$ cat src/rtl/tank_pkg.sv
// rtl/tank_pkg.sv - shared types, screen constants and trig table for tank_motion
//
// Contents:
//   state_t      update sequencer states
//   SCREEN_W/H   visible raster size in pixels
//   ANGLE_BITS   heading width (64 steps per turn)
//   FRAC_BITS    fraction bits of the 10.7 position format
//   TRIG_AMP     full-scale sin/cos magnitude
//   quarter_sin  17-entry quarter-wave table, round(127*sin(i*pi/32))
//   fold_sin     full-circle signed sin from a 6-bit heading
package tank_pkg;

    typedef enum logic [2:0] {
        IDLE,
        ROTATE,
        LOOKUP,
        MOVE,
        CLAMP,
        OUTPUT
    } state_t;

    localparam int SCREEN_W   = 640;
    localparam int SCREEN_H   = 480;
    localparam int ANGLE_BITS = 6;
    localparam int FRAC_BITS  = 7;
    localparam int TRIG_AMP   = 127;

    function automatic logic [6:0] quarter_sin(input logic [4:0] i);
        logic [6:0] v;
        case (i)
            5'd0:    v = 7'd0;
            5'd1:    v = 7'd12;
            5'd2:    v = 7'd25;
            5'd3:    v = 7'd37;
            5'd4:    v = 7'd49;
            5'd5:    v = 7'd60;
            5'd6:    v = 7'd71;
            5'd7:    v = 7'd81;
            5'd8:    v = 7'd90;
            5'd9:    v = 7'd98;
            5'd10:   v = 7'd106;
            5'd11:   v = 7'd112;
            5'd12:   v = 7'd117;
            5'd13:   v = 7'd122;
            5'd14:   v = 7'd125;
            5'd15:   v = 7'd126;
            default: v = 7'(TRIG_AMP);
        endcase
        return v;
    endfunction

    // Quadrants 1 and 3 read the table mirrored; quadrants 2 and 3 negate.
    function automatic logic signed [7:0] fold_sin(input logic [ANGLE_BITS-1:0] a);
        logic [4:0] k;
        logic [7:0] m;
        k = a[4] ? (5'd16 - {1'b0, a[3:0]}) : {1'b0, a[3:0]};
        m = {1'b0, quarter_sin(k)};
        return a[5] ? -m : m;
    endfunction

endpackage

$ cat src/rtl/sin_lut.sv
// rtl/sin_lut.sv - registered sin/cos lookup for a 6-bit heading
//
// Ports:
//   clk    system clock
//   reset  synchronous, active-high; clears both outputs to 0
//   en     capture a new lookup of idx
//   idx    heading index, 0 = +X, counter-clockwise positive
//   sin_v  signed sin(idx)*127, valid the cycle after en
//   cos_v  signed cos(idx)*127, valid the cycle after en
module sin_lut
    import tank_pkg::*;
(
    input  logic                  clk,
    input  logic                  reset,
    input  logic                  en,
    input  logic [ANGLE_BITS-1:0] idx,
    output logic signed [7:0]     sin_v,
    output logic signed [7:0]     cos_v
);

    always_ff @(posedge clk) begin
        if (reset) begin
            sin_v <= '0;
            cos_v <= '0;
        end else if (en) begin
            sin_v <= fold_sin(idx);
            // cos(a) = sin(a + quarter turn); the 6-bit add wraps mod 64.
            cos_v <= fold_sin(idx + 6'd16);
        end
    end

endmodule

$ cat src/rtl/tank_motion.sv
// rtl/tank_motion.sv - per-frame tank kinematics feeding color_mapper
//
// Ports:
//   Clk        system clock
//   Reset      synchronous, active-high
//   frame_clk  VSync-derived frame tick, asynchronous to Clk
//   fwd/back   move forward / backward along the heading
//   rot_l      rotate CCW (heading +), rot_r rotate CW (heading -)
//   TankX/Y    registered integer position
//   sin_o      signed sin(heading)*127
//   cos_o      signed cos(heading)*127
//   busy       update in progress
module tank_motion
    import tank_pkg::*;
#(
    parameter logic [9:0]            X_INIT    = 10'd160,
    parameter logic [9:0]            Y_INIT    = 10'd240,
    parameter logic [ANGLE_BITS-1:0] HEAD_INIT = 6'd0,
    parameter logic [3:0]            SPEED     = 4'd2,
    parameter logic [ANGLE_BITS-1:0] ROT_STEP  = 6'd1,
    parameter logic [9:0]            SIZE      = 10'd8
) (
    input  logic              Clk,
    input  logic              Reset,
    input  logic              frame_clk,
    input  logic              fwd,
    input  logic              back,
    input  logic              rot_l,
    input  logic              rot_r,
    output logic [9:0]        TankX,
    output logic [9:0]        TankY,
    output logic signed [7:0] sin_o,
    output logic signed [7:0] cos_o,
    output logic              busy
);

    localparam logic [9:0] X_HI = 10'(SCREEN_W - 1) - SIZE;
    localparam logic [9:0] Y_HI = 10'(SCREEN_H - 1) - SIZE;
    localparam int         PW   = 10 + FRAC_BITS;

    state_t                  state, state_next;
    logic [2:0]              fsync;
    logic                    tick;
    logic                    c_fwd, c_back, c_rl, c_rr;
    logic [ANGLE_BITS-1:0]   heading;
    logic [PW-1:0]           pos_x, pos_y;
    logic signed [7:0]       lut_sin, lut_cos;
    logic signed [PW:0]      spd, dx, dy, step_x, step_y, nx, ny;
    logic [PW-1:0]           move_x, move_y;

    sin_lut u_sin_lut (
        .clk   (Clk),
        .reset (Reset),
        .en    (state == LOOKUP),
        .idx   (heading),
        .sin_v (lut_sin),
        .cos_v (lut_cos)
    );

    // fsync[1] is the synchronized level, fsync[2] its previous value.
    assign tick = fsync[1] & ~fsync[2];
    // The accepting IDLE cycle counts as part of the update.
    assign busy = (state != IDLE) | tick;

    function automatic logic [PW-1:0] clamp_axis(input logic [PW-1:0] p,
                                                 input logic [9:0]    hi);
        if (p[PW-1:FRAC_BITS] < SIZE)
            return {SIZE, {FRAC_BITS{1'b0}}};
        if (p[PW-1:FRAC_BITS] > hi)
            return {hi, {FRAC_BITS{1'b0}}};
        return p;
    endfunction

    always_comb begin
        spd    = {{(PW + 1 - 4){1'b0}}, SPEED};
        dx     = (PW + 1)'(lut_cos) * spd;
        // Screen Y grows downward, so a positive sin moves the tank up.
        dy     = -((PW + 1)'(lut_sin) * spd);
        step_x = '0;
        step_y = '0;
        if (c_fwd && !c_back) begin
            step_x = dx;
            step_y = dy;
        end else if (c_back && !c_fwd) begin
            step_x = -dx;
            step_y = -dy;
        end
        nx     = $signed({1'b0, pos_x}) + step_x;
        ny     = $signed({1'b0, pos_y}) + step_y;
        move_x = nx[PW] ? '0 : nx[PW-1:0];
        move_y = ny[PW] ? '0 : ny[PW-1:0];
    end

    always_comb begin
        state_next = state;
        case (state)
            IDLE:    if (tick) state_next = ROTATE;
            ROTATE:  state_next = LOOKUP;
            LOOKUP:  state_next = MOVE;
            MOVE:    state_next = CLAMP;
            CLAMP:   state_next = OUTPUT;
            OUTPUT:  state_next = IDLE;
            default: state_next = IDLE;
        endcase
    end

    always_ff @(posedge Clk) begin
        if (Reset) begin
            state   <= IDLE;
            fsync   <= '0;
            c_fwd   <= 1'b0;
            c_back  <= 1'b0;
            c_rl    <= 1'b0;
            c_rr    <= 1'b0;
            heading <= HEAD_INIT;
            pos_x   <= {X_INIT, {FRAC_BITS{1'b0}}};
            pos_y   <= {Y_INIT, {FRAC_BITS{1'b0}}};
            TankX   <= X_INIT;
            TankY   <= Y_INIT;
            sin_o   <= fold_sin(HEAD_INIT);
            cos_o   <= fold_sin(HEAD_INIT + 6'd16);
        end else begin
            state <= state_next;
            fsync <= {fsync[1:0], frame_clk};
            case (state)
                IDLE: begin
                    if (tick) begin
                        c_fwd  <= fwd;
                        c_back <= back;
                        c_rl   <= rot_l;
                        c_rr   <= rot_r;
                    end
                end
                ROTATE: begin
                    if (c_rl && !c_rr)
                        heading <= heading + ROT_STEP;
                    else if (c_rr && !c_rl)
                        heading <= heading - ROT_STEP;
                end
                MOVE: begin
                    pos_x <= move_x;
                    pos_y <= move_y;
                end
                CLAMP: begin
                    pos_x <= clamp_axis(pos_x, X_HI);
                    pos_y <= clamp_axis(pos_y, Y_HI);
                end
                OUTPUT: begin
                    TankX <= pos_x[PW-1:FRAC_BITS];
                    TankY <= pos_y[PW-1:FRAC_BITS];
                    sin_o <= lut_sin;
                    cos_o <= lut_cos;
                end
                default: ;
            endcase
        end
    end

endmodule

$ cat config.mk
export PLATFORM = sky130hd
export DESIGN_NAME = tank_motion
export DESIGN_NICKNAME = d
export VERILOG_FILES = /design/src/rtl/tank_pkg.sv /design/src/rtl/sin_lut.sv /design/src/rtl/tank_motion.sv
export SDC_FILE = /design/constraint.sdc
export NUM_CORES = 1
export LEC_CHECK = 0
export CAP_MARGIN = 20
export CORE_UTILIZATION = 61
export DETAILED_ROUTE_END_ITERATION = 12
export PLACE_DENSITY = 0.83
export RECOVER_POWER = 100
export SETUP_SLACK_MARGIN = 0.05
export SKIP_CTS_REPAIR_TIMING = 1
export SYNTH_ARGS = -nofsm -noshare
export SYNTH_HDL_FRONTEND = slang
export SYNTH_HIERARCHICAL = 1
export SYNTH_SLANG_ARGS = --single-unit
$ cat constraint.sdc
create_clock -name Clk -period 5.16 [get_ports Clk]
set_input_delay 1.032 -clock Clk [delete_from_list [all_inputs] [get_ports Clk]]
set_output_delay 1.032 -clock Clk [all_outputs]
set_load 0.01 [all_outputs]
# After elaboration in Yosys (flattened, before gate mapping)
# Memory sizes are Yosys's and may differ from the RTL's.
# Index checks and enable logic that the tools add are counted.
# op_classes
addsub,12
order_cmp,4
eq_ne,8
n_mux,44
bitwise_logic,3
n_reduce_logical,16
# op_table
op,count
$mux 17,10
$mux 18,4
$pmux 17 s2,2
$mux 7,6
$add 18x18->18,2
$neg 9->18,2
$lt 10x4->1 const B,2
$neg 18->18,1
$mux 8,2
$neg 7->8,2
$pmux 3 s5,1
$mux 1,14
$mux 6,2
$gt 10x10->1 const B,1
$gt 10x9->1 const B,1
$mux 5,2
$sub 5x4->5 const A,2
$reduce_and 2->1,4
$add 6x1->6 const B,1
$add 6x5->6 const B,1
$eq 3x2->1 const B,2
$eq 3x3->1 const B,2
$ne 3x3->1 const B,2
$sub 6x1->6 const B,1
other kinds (11),18
# totals
ff_bits,102
mem_bits_ro,224
input_bits,7
output_inout_bits,37
elab_cells,104
mem_count,2
# mem_list
name,depth,word_bits,read_ports,rd_clocked_by_memory_dff,write_ports,line,source
(no name shown),16,7,1,0,0,tank_pkg.sv:30,case (i)
(no name shown),16,7,1,0,0,tank_pkg.sv:30,

# Longest topological paths before layout
# Gate-level depths: netlist (run 1).
# depth
depth_word,10
ltp_mapped,19
depth_no_buf,18

# Hierarchy
# Netlist (run 1), hierarchy kept.
# modules_own_cells
module,n_inst,cells_per_inst,area_each_um2,seq_area_each_um2
tank_motion,1,752,5804.3,1681.6
sin_lut,1,255,2029.4,320.3

# Least setup slack after synthesis (run 1)
# Ideal clock, no wire load.
# synth_timing
path_kind,register -> register
start,reg u_sin_lut.sin_v[0]
end,reg pos_y[7]
setup_ns,0.088
arrival_time_ns,3.945
t_required_ns,5.072
setup_slack_ns,1.126
path_stages_with_launch,18
path_buffers,1
synth_period_minus_slack_ns,4.034
cell_sequence,dfxtp_1 > clkbuf_1 > or2_2 > nor2_1 > nand2_1 > ha_1 > nand2_1 > nor4b_1 > nor3_1 > a21o_1 > ha_1 > nand2_1 > a211oi_1 > o21ai_1 > a21boi_0 > nor2_1 > or4_1 > a311oi_2
# synth_via
elab_chain_cells,7
# synth_lines
item,line,source
start: declaration,sin_lut.sv:17,"output logic signed [7:0] sin_v,"
start signal: assignment,sin_lut.sv:26,sin_v <= fold_sin(idx);
$neg 9->18 (*),tank_motion.sv:78,dy = -((PW + 1)'(lut_sin) * spd);
$neg 18->18,tank_motion.sv:86,step_y = -dy;
$mux 18,tank_motion.sv:84,end else if (c_back && !c_fwd) begin
$mux 18 (*),tank_motion.sv:81,if (c_fwd && !c_back) begin
$add 18x18->18 (*),tank_motion.sv:89,"ny = $signed({1'b0, pos_y}) + step_y;"
$mux 17 (*),tank_motion.sv:91,move_y = ny[PW] ? '0 : ny[PW-1:0];
$pmux 17 s2 (*),tank_motion.sv:125,case (state)
end signal: assignment,tank_motion.sv:117,"pos_y <= {Y_INIT, {FRAC_BITS{1'b0}}};"
end signal: assignment,tank_motion.sv:142,pos_y <= move_y;
end signal: assignment,tank_motion.sv:146,"pos_y <= clamp_axis(pos_y, Y_HI);"
end: declaration,tank_motion.sv:46,"logic [PW-1:0] pos_x, pos_y;"
# Every way passes the cells marked *; elsewhere a longest branch is shown, timed or not.
# A chain may end at the register's enable or synchronous reset.

# Final worst setup path (run 1)
# layout_timing
start,reg u_sin_lut.sin_v[0]
end,reg pos_y[3]
# The elaborated chain is that of the path after synthesis.

==> impl_summary.md, run 1 <==
Outcome
The flow ran to the end, but the final reports show violations. The final reports fail on capacitance limit, slew limit.

Layout
The layout overhead on the synthesized area is 9.407%. For this run, the share of the core covered by cells in the final layout is 68.19%. Once layout is complete, the cells apart from fillers number 1,196. The share of post-route cells with drive strength above 1 is 6.348%. The number of diodes is 0. The combined area of the multi-input logic cells is around 0.0054 mm2. The layout has 1,095 filler cells.

The sequential cells in the finished layout cover a total of 0.002002 mm2. The number of nets in the finished design is 1,085.

Yosys
The gate count of the mapped netlist is slightly above 1,000. The post-synthesis register bit count is 100. The summed instance area of the synthesized netlist is 0.007834 mm2. The part of the Yosys area used for sequential elements is 25.56%. A synthesized cell averages around 7.8 um2.

The top cell type by area accounts for 25.56% of the synthesized area. By instance count, the leading cell after synthesis is sky130_fd_sc_hd__nand2_1. Counting every net in the synthesized netlist gives 1,073. The yosys synthesis warning count is 6. The post-synthesis cell type with the largest combined area is sky130_fd_sc_hd__dfxtp_1.

By count the netlist is led by sky130_fd_sc_hd__nand2_1 (148), sky130_fd_sc_hd__dfxtp_1 (100), sky130_fd_sc_hd__nor2_1 (81), sky130_fd_sc_hd__a21oi_1 (79), sky130_fd_sc_hd__ha_1 (56). The most used flip-flop cell after synthesis is sky130_fd_sc_hd__dfxtp_1. In the post-synthesis netlist, the biggest area contributors are sky130_fd_sc_hd__dfxtp_1 (26%), sky130_fd_sc_hd__ha_1 (8.9%), sky130_fd_sc_hd__nand2_1 (7.1%), sky130_fd_sc_hd__a21oi_1 (5.0%), sky130_fd_sc_hd__nor2_1 (3.9%). The fraction of registers with async set/reset is 0%. The number of distinct library cell variants in the gate-level netlist after synthesis is 99. Yosys mapped a number of flops with a built-in enable equal to 0.

Die
The area of the die is 0.01330 mm2. The core box area is 0.01257 mm2. The die is 115.3 um tall. The initial core utilization is 62.33%. The count of standard-cell rows is 41.

The floorplan step set the die width to 115.3 um. The top-level I/O count is 44.

Global route
The final global-route overflow total is 0. The global-route wire length before repair is 32,720 um. The overall global routing resource usage is 31.03%. The number of antenna violations at the first check in global routing is 0. The largest net degree at the start of global routing is 44. The via count of the first global-routing pass came to slightly below 7,000.

STA
Setup repair after global routing left no endpoint under its margin. At the pin with the least slew margin, the transition time is 2007 ps. The headroom to the max-slew limit is -33.78%. The period utilization is 89.79%. The final hold violation count came to 0. Counting I/O delays and the setup requirement, the final critical path takes 4633 ps. Clock skew on the completed layout was measured at 11.40 ps. The count of endpoints failing setup in the final report is 0. For this run, the top clock speed supported by timing is 0.2158 GHz. The accumulated negative setup slack is 0 ps. Hold timing on the final database bottoms out at a slack of 450.0 ps. The max-slew violation count came to 118.

Setup path
Along the worst path, the maximum fanout reaches 8. Among cell families on the critical path, the largest total delay comes from compound AO/OA/AOI/OAI gates. The buffer and inverter count on the worst path is 1. The arrival time reported for the critical path endpoint is a little under 5000 ps. For the worst setup path, the data required time is about 5500 ps. The worst setup path is of the register to register kind. The nature of the critical path endpoint is a register.

The most used cell along the critical path is sky130_fd_sc_hd__ha_1. On the critical path, the stage with the largest delay is an instance of sky130_fd_sc_hd__mux2i_1. Traced cell by cell, the critical path runs through inv_1, ha_1, and2b_1, nand3_1, ha_1, nand2_1, nor4b_1, nor3_1, a21o_1, ha_1, nand2_1, a211oi_1, o21ai_1, a21boi_0, o21ai_0, mux2i_1, a32o_1. The peak per-stage delay on the critical path is 600 ps. The worst setup path is launched from a register.

Route
The post-route DRC violation count is 0. The per-cell routed wire length is 16.60 um. The post-detailed-route via-to-cell ratio is 6.202. The initial DRC count is between 600 and 700. The total via count in the routed design is 7,418. The number of antenna-violating nets in the routed design is 0. Wires add up to 19,850 um. The first detailed-routing pass ran for 5 iterations.

Min path
The worst min-delay path class is register to register.

Placement
The count of placed standard cells including taps is 1,179. The detailed-placement wirelength estimate is 14,310 um. The routability congestion estimate is 0.9219. The count of buffers inserted at the top-level ports is 43.

CTS
Buffers inserted during clock tree synthesis total 9. The total clock sinks is 100. The clock latency on the worst-skew pair is 370 ps. The clock transition at the registers of the reported paths is ~80 ps. The clock tree from TritonCTS is done. Clock tree synthesis selected as its root buffer the cell sky130_fd_sc_hd__clkbuf_16. The deepest level of the CTS H-tree is 3. The buffer levels on the longest clock path is 2.

Power
The maximum VDD drop is approximately 0.00025 V. The total power density per cell area is 308.7 mW/mm2. The analysis attributes to cell leakage a power of around 0.0035 uW.

Flow run
The number of max-cap violations is 3.
## metal layers
metal | part of all wire [%] | track usage (%) | vias to the layer above | wire length (um)
met5 | 0 | 0 | - | 0
met3 | 6.6 | 6.326 | 45 | 1306
met2 | 46 | 51.30 | 245 | 9202
met4 | 2.9 | 11.95 | 0 | 571
met1 | 44 | 39.65 | 3444 | 8769
li1 | - | - | 3684 | -
## area by class of cell
class | count | share of cell area [%]
clock buffers | 9 | 2.628
clock inverters | 7 | 0.9635
inverters | 35 | 1.533
multi-input cells | 819 | 63.18
flip-flops and latches | 100 | 23.36
well taps | 172 | 2.511
repair buffers | 54 | 5.825
## path summary, 6_finish.rpt
path                            from        to  slack [ps]  depth (start not counted)
setup / recovery  u_sin_lut/sin_v[0]  pos_y[3]         530                         17
hold / removal              fsync[0]  fsync[1]         450                          1
setup reg to reg  u_sin_lut/sin_v[0]  pos_y[3]         530                         17
hold reg to reg             fsync[0]  fsync[1]         450                          1
## cells by family after synthesis
kind of cell / after synthesis / share of synthesized area (%)
buffers and inverters: 88 / 4.999
multiplexers: 29 / 3.961
XOR/XNOR: 51 / 6.085
AO/OA/AOI/OAI: 283 / 24.47
flip-flops: 100 / 25.56
AND/OR/NAND/NOR: 397 / 25.22
adder cells (fa/ha/maj): 59 / 9.711
## registers in the layout, summed over array words and instances (netlist names)
name,count
c_rr,1
pos_y,16
c_rl,1
sin_o,8
fsync,3
heading,6
u_sin_lut/sin_v,8
c_back,1
c_fwd,1
cos_o,8
TankX,10
TankY,10
pos_x,16
u_sin_lut/cos_v,8
state,3
## layout by cell type, fill, tap and decap left out, types with 9 or more instances in the layout
cell,count
sky130_fd_sc_hd__nor3_1,24
sky130_fd_sc_hd__o21ai_0,51
sky130_fd_sc_hd__xnor2_1,27
sky130_fd_sc_hd__dlygate4sd3_1,37
sky130_fd_sc_hd__nand2b_1,20
sky130_fd_sc_hd__nand3_1,31
sky130_fd_sc_hd__dfxtp_1,100
sky130_fd_sc_hd__ha_1,56
sky130_fd_sc_hd__nor2b_1,19
sky130_fd_sc_hd__a211oi_1,19
sky130_fd_sc_hd__mux2i_1,24
sky130_fd_sc_hd__inv_1,32
sky130_fd_sc_hd__nor2_1,81
sky130_fd_sc_hd__o31ai_1,14
sky130_fd_sc_hd__nand2_1,148
sky130_fd_sc_hd__o211ai_1,9
sky130_fd_sc_hd__clkbuf_16,9
sky130_fd_sc_hd__a21oi_1,79
sky130_fd_sc_hd__xor2_1,21
sky130_fd_sc_hd__a21o_1,13
sky130_fd_sc_hd__buf_4,9
## report_power, final
part           switching (uW)  leakage, uW  internal (uW)
Clock                     335     0.000151            384
Combinational             615      0.00253            420
Sequential               77.3     0.000808            814
## per-stage QoR
step | area [um2] | setup WS [ps] | power (uW)
floorplan | 7834 | 1126 | 1731
CTS | 8602 | 603.4 | 2638
global route | 8571 | 112.9 | 2808
finish | 8571 | 526.8 | 2646
global placement | 8294 | 786.5 | 1906
detailed placement | 8294 | 636.1 | 1926
## worst register-to-register path, stage by stage (launching register included)
cell and delay (ps):
sky130_fd_sc_hd__dfxtp_1 380, sky130_fd_sc_hd__inv_1 130, sky130_fd_sc_hd__ha_1 220, sky130_fd_sc_hd__and2b_1 270, sky130_fd_sc_hd__nand3_1 110, sky130_fd_sc_hd__ha_1 350, sky130_fd_sc_hd__nand2_1 130, sky130_fd_sc_hd__nor4b_1 380
sky130_fd_sc_hd__nor3_1 130, sky130_fd_sc_hd__a21o_1 210, sky130_fd_sc_hd__ha_1 370, sky130_fd_sc_hd__nand2_1 100, sky130_fd_sc_hd__a211oi_1 210, sky130_fd_sc_hd__o21ai_1 170, sky130_fd_sc_hd__a21boi_0 410, sky130_fd_sc_hd__o21ai_0 150
sky130_fd_sc_hd__mux2i_1 600, sky130_fd_sc_hd__a32o_1 270
Power figures use the tool's default switching activity.
==> run 2, diff against run 1 <==
clock period = 5.4 ns   (was 5.16 ns; I/O delays follow)
==> run 2 against run 1 <==
  * The run still ends with capacitance limit, slew limit left
  * Sequential power shrank 4.2%
  * Critical path type unchanged
  * Utilization grew 0.19 points
  * Via count shrank 0.11%
  * Register-to-register slack gained 340 ps
  * Count of clock-buffer cells in the layout is the same
  * Highest routed layer unchanged
  * Total power shrank 4.6%
  * Non-clock buffer count grew 1
  * First-iteration DRC count shrank 10%
  * Wire length shrank 0.52%
  * Setup slack gained 340 ps
==> impl_summary.md, run 2 (synthesized netlist as in run 1, its figures left out) <==
STA
The final hold violation count is 0. The final setup slack of the worst path is around 870 ps. The accumulated negative setup slack is 0 ps.

Headroom to the max-slew limit came out at -45.99%. The clock period minus final worst setup slack is 4531 ps. The worst hold slack across all endpoints is 449.7 ps.

The measured slew at the worst slew-check pin is 2190 ps. The highest achievable clock rate is 0.2207 GHz. Dividing the final minimum period by the clock period gives 83.91%. Setup violations remaining at the end of the flow were counted as 0.

Setup repair after global routing left no endpoint under its margin. For the final database, setup skew stands at around 8.9 ps. The max-slew violation count is 118.

Outcome
The final reports fail on capacitance limit, slew limit. The flow ran to the end, but the final reports show violations.

Route
The post-route DRC violation count is 0. The first routing iteration left 570 violations. The total routed wirelength is 19,750 um. The post-detailed-route via-to-cell ratio is 6.190. The total via count in the routed design is 7,410.

The iteration count of the initial detailed-routing pass is 5. Dividing the detail-routed wire length by the instance count gives 16.50 um. The number of antenna-violating nets in the routed design is 0.

Global route
The global-route wire length before repair is 32,220 um. The number of antenna violations at the first check in global routing was 0. The overall global routing resource usage is 30.59%. The final global-route overflow total is 0. The largest net degree at the start of global routing is 52. The via count of the first global-routing pass came to 6,689.

Setup path
The most used cell along the critical path is sky130_fd_sc_hd__nand2_1. The signal on the critical path passes through or2_2, nor2_1, nand2_1, ha_1, nand2_1, nor4b_1, nor3_1, a21o_1, ha_1, nand2_1, a211oi_1, o21ai_0, a21boi_0, nor2_1, or4_1, a311oi_1. STA classifies the critical path startpoint as a register. The largest individual stage delay along the critical path comes from the cell sky130_fd_sc_hd__or4_1. The worst register-to-register path ends at pos_y[7].

The peak per-stage delay on the critical path is about 510 ps. The arrival time reported for the critical path endpoint is 4780 ps. The required time of the critical path is ~5700 ps. The type of the worst setup path is register to register.

The depth of the worst register-to-register path is 16. The worst-case register-to-register setup slack is 870 ps. The nature of the critical path endpoint is a register.

The largest fanout on the critical path is 8. The launching point of the worst reg2reg path is u_sin_lut/sin_v[0]. The last element of the critical path is pos_y[7].

The source of the critical timing path is u_sin_lut/sin_v[0].

Layout
The layout overhead on the synthesized area is 9.711%. The finished layout holds roughly 1,200 standard cells, fillers aside. Leaving out fill and tap cells, the most frequent cell in the layout is sky130_fd_sc_hd__nand2_1. The number of diodes is 0. The final layout contains 1,086 nets. The final design instance area without fill is 0.008594 mm2. In the final layout, the registers with the most flip-flops are pos_x (16), pos_y (16). Cells with a size suffix above 1 make up around 6.6% of the layout. The top cell types in the final layout, fill and taps aside, are sky130_fd_sc_hd__nand2_1 (148), sky130_fd_sc_hd__dfxtp_1 (100), sky130_fd_sc_hd__nor2_1 (81), sky130_fd_sc_hd__a21oi_1 (79), sky130_fd_sc_hd__ha_1 (56).

Die
The die is 115.3 um tall. The width of the chip is between 100 and 150 um. For this design the top-level I/O count stands at 44. The initialized floorplan defines 41 standard-cell rows. The area of the die is 0.01330 mm2.

The core region is approximately 0.013 mm2. For this configuration, the core starts out at a cell density of between 60% and 70%.

Placement
The post-place setup slack is 1047 ps. The count of placed standard cells including taps is approximately 1,200. Input and output buffers added on the ports amount to 43. The placed instances occupy a cell area of 0.008302 mm2. The routability congestion estimate is 0.9805. The detailed-placement wirelength estimate is 14,360 um.

CTS
The clock transition at the registers of the reported paths is 70 ps. TritonCTS built the clock tree. Clock tree synthesis selected as its root buffer the cell sky130_fd_sc_hd__clkbuf_16.

The clock latency on the worst-skew pair is 360 ps. The H-tree was split into 3 levels. The number of buffers added by the clock tree synthesis step is 9.

The clock passes through at most 2 buffers. The total clock sinks is 100.

Power
The total power density per cell area is just under 300 mW/mm2. Across the VDD grid, the largest voltage drop is 0.0002639 V. The analysis attributes to cell leakage a power of around 0.0035 uW.

Flow run
Max-cap violations in this run came to 3.

Min path
In this run the worst hold path is classified as register to register.
==> run 2: power by group <==
| group | switching [uW] | internal (uW) | total, uW | leakage [uW] |
|---|---|---|---|---|
| sequential | 76.0 | 778 | 854 | 0.000808 |
| combinational | 587 | 404 | 991 | 0.00255 |
| clock | 312 | 368 | 680 | 0.000149 |
| total | 976 | 1550 | 2520 | 0.00351 |
==> run 2: cell type report <==
cell class                 instances  area [um2]
fill                            1073        3974
tap                              172       215.2
multi-input combinational        819        5434
clock buffer                       9       225.2
inverter                          35       131.4
sequential                       100        2002
clock inverter                     7       83.83
timing repair buffer              55       503.0
==> run 2: worst max-delay path: cells and delay by family, from the launching register on <==
kind / cells / cell delay, ps
fa+ha+maj: 2 / 720
compound gates: 5 / 1260
flops: 1 / 380
simple gates: 9 / 2050
==> run 2: through the flow <==
stage               util, %  total power, uW
floorplan                 -             1654
global placement      66.05             1819
detailed placement    66.05             1840
CTS                   68.51             2521
global route          68.38             2667
finish                68.38             2524
==> run 2: how the worst min path moves through the flow <==
| stage | slack [ps] | from | endpoint | cells after the start |
|---|---|---|---|---|
| after floorplan | 410 | fsync[0] | fsync[1] | 1 |
| after global placement | 420 | fsync[0] | fsync[1] | 1 |
| after detailed placement | 440 | fsync[0] | fsync[1] | 1 |
| after CTS | 460 | TankX[6] | TankX[6] | 2 |
| after global routing | 470 | TankX[4] | TankX[4] | 2 |
| final | 450 | TankX[6] | TankX[6] | 2 |
==> run 2: layer usage <==
metal  vias up  wire length [um]  part of all wire, %  GRT usage (%)
li1       3675                 -                    -              -
met1      3416              8788                   45          39.21
met2       272              9158                   46          50.10
met3        47              1163                  5.9          5.482
met4         0               636                  3.2          13.68
met5         -                 0                    0              0
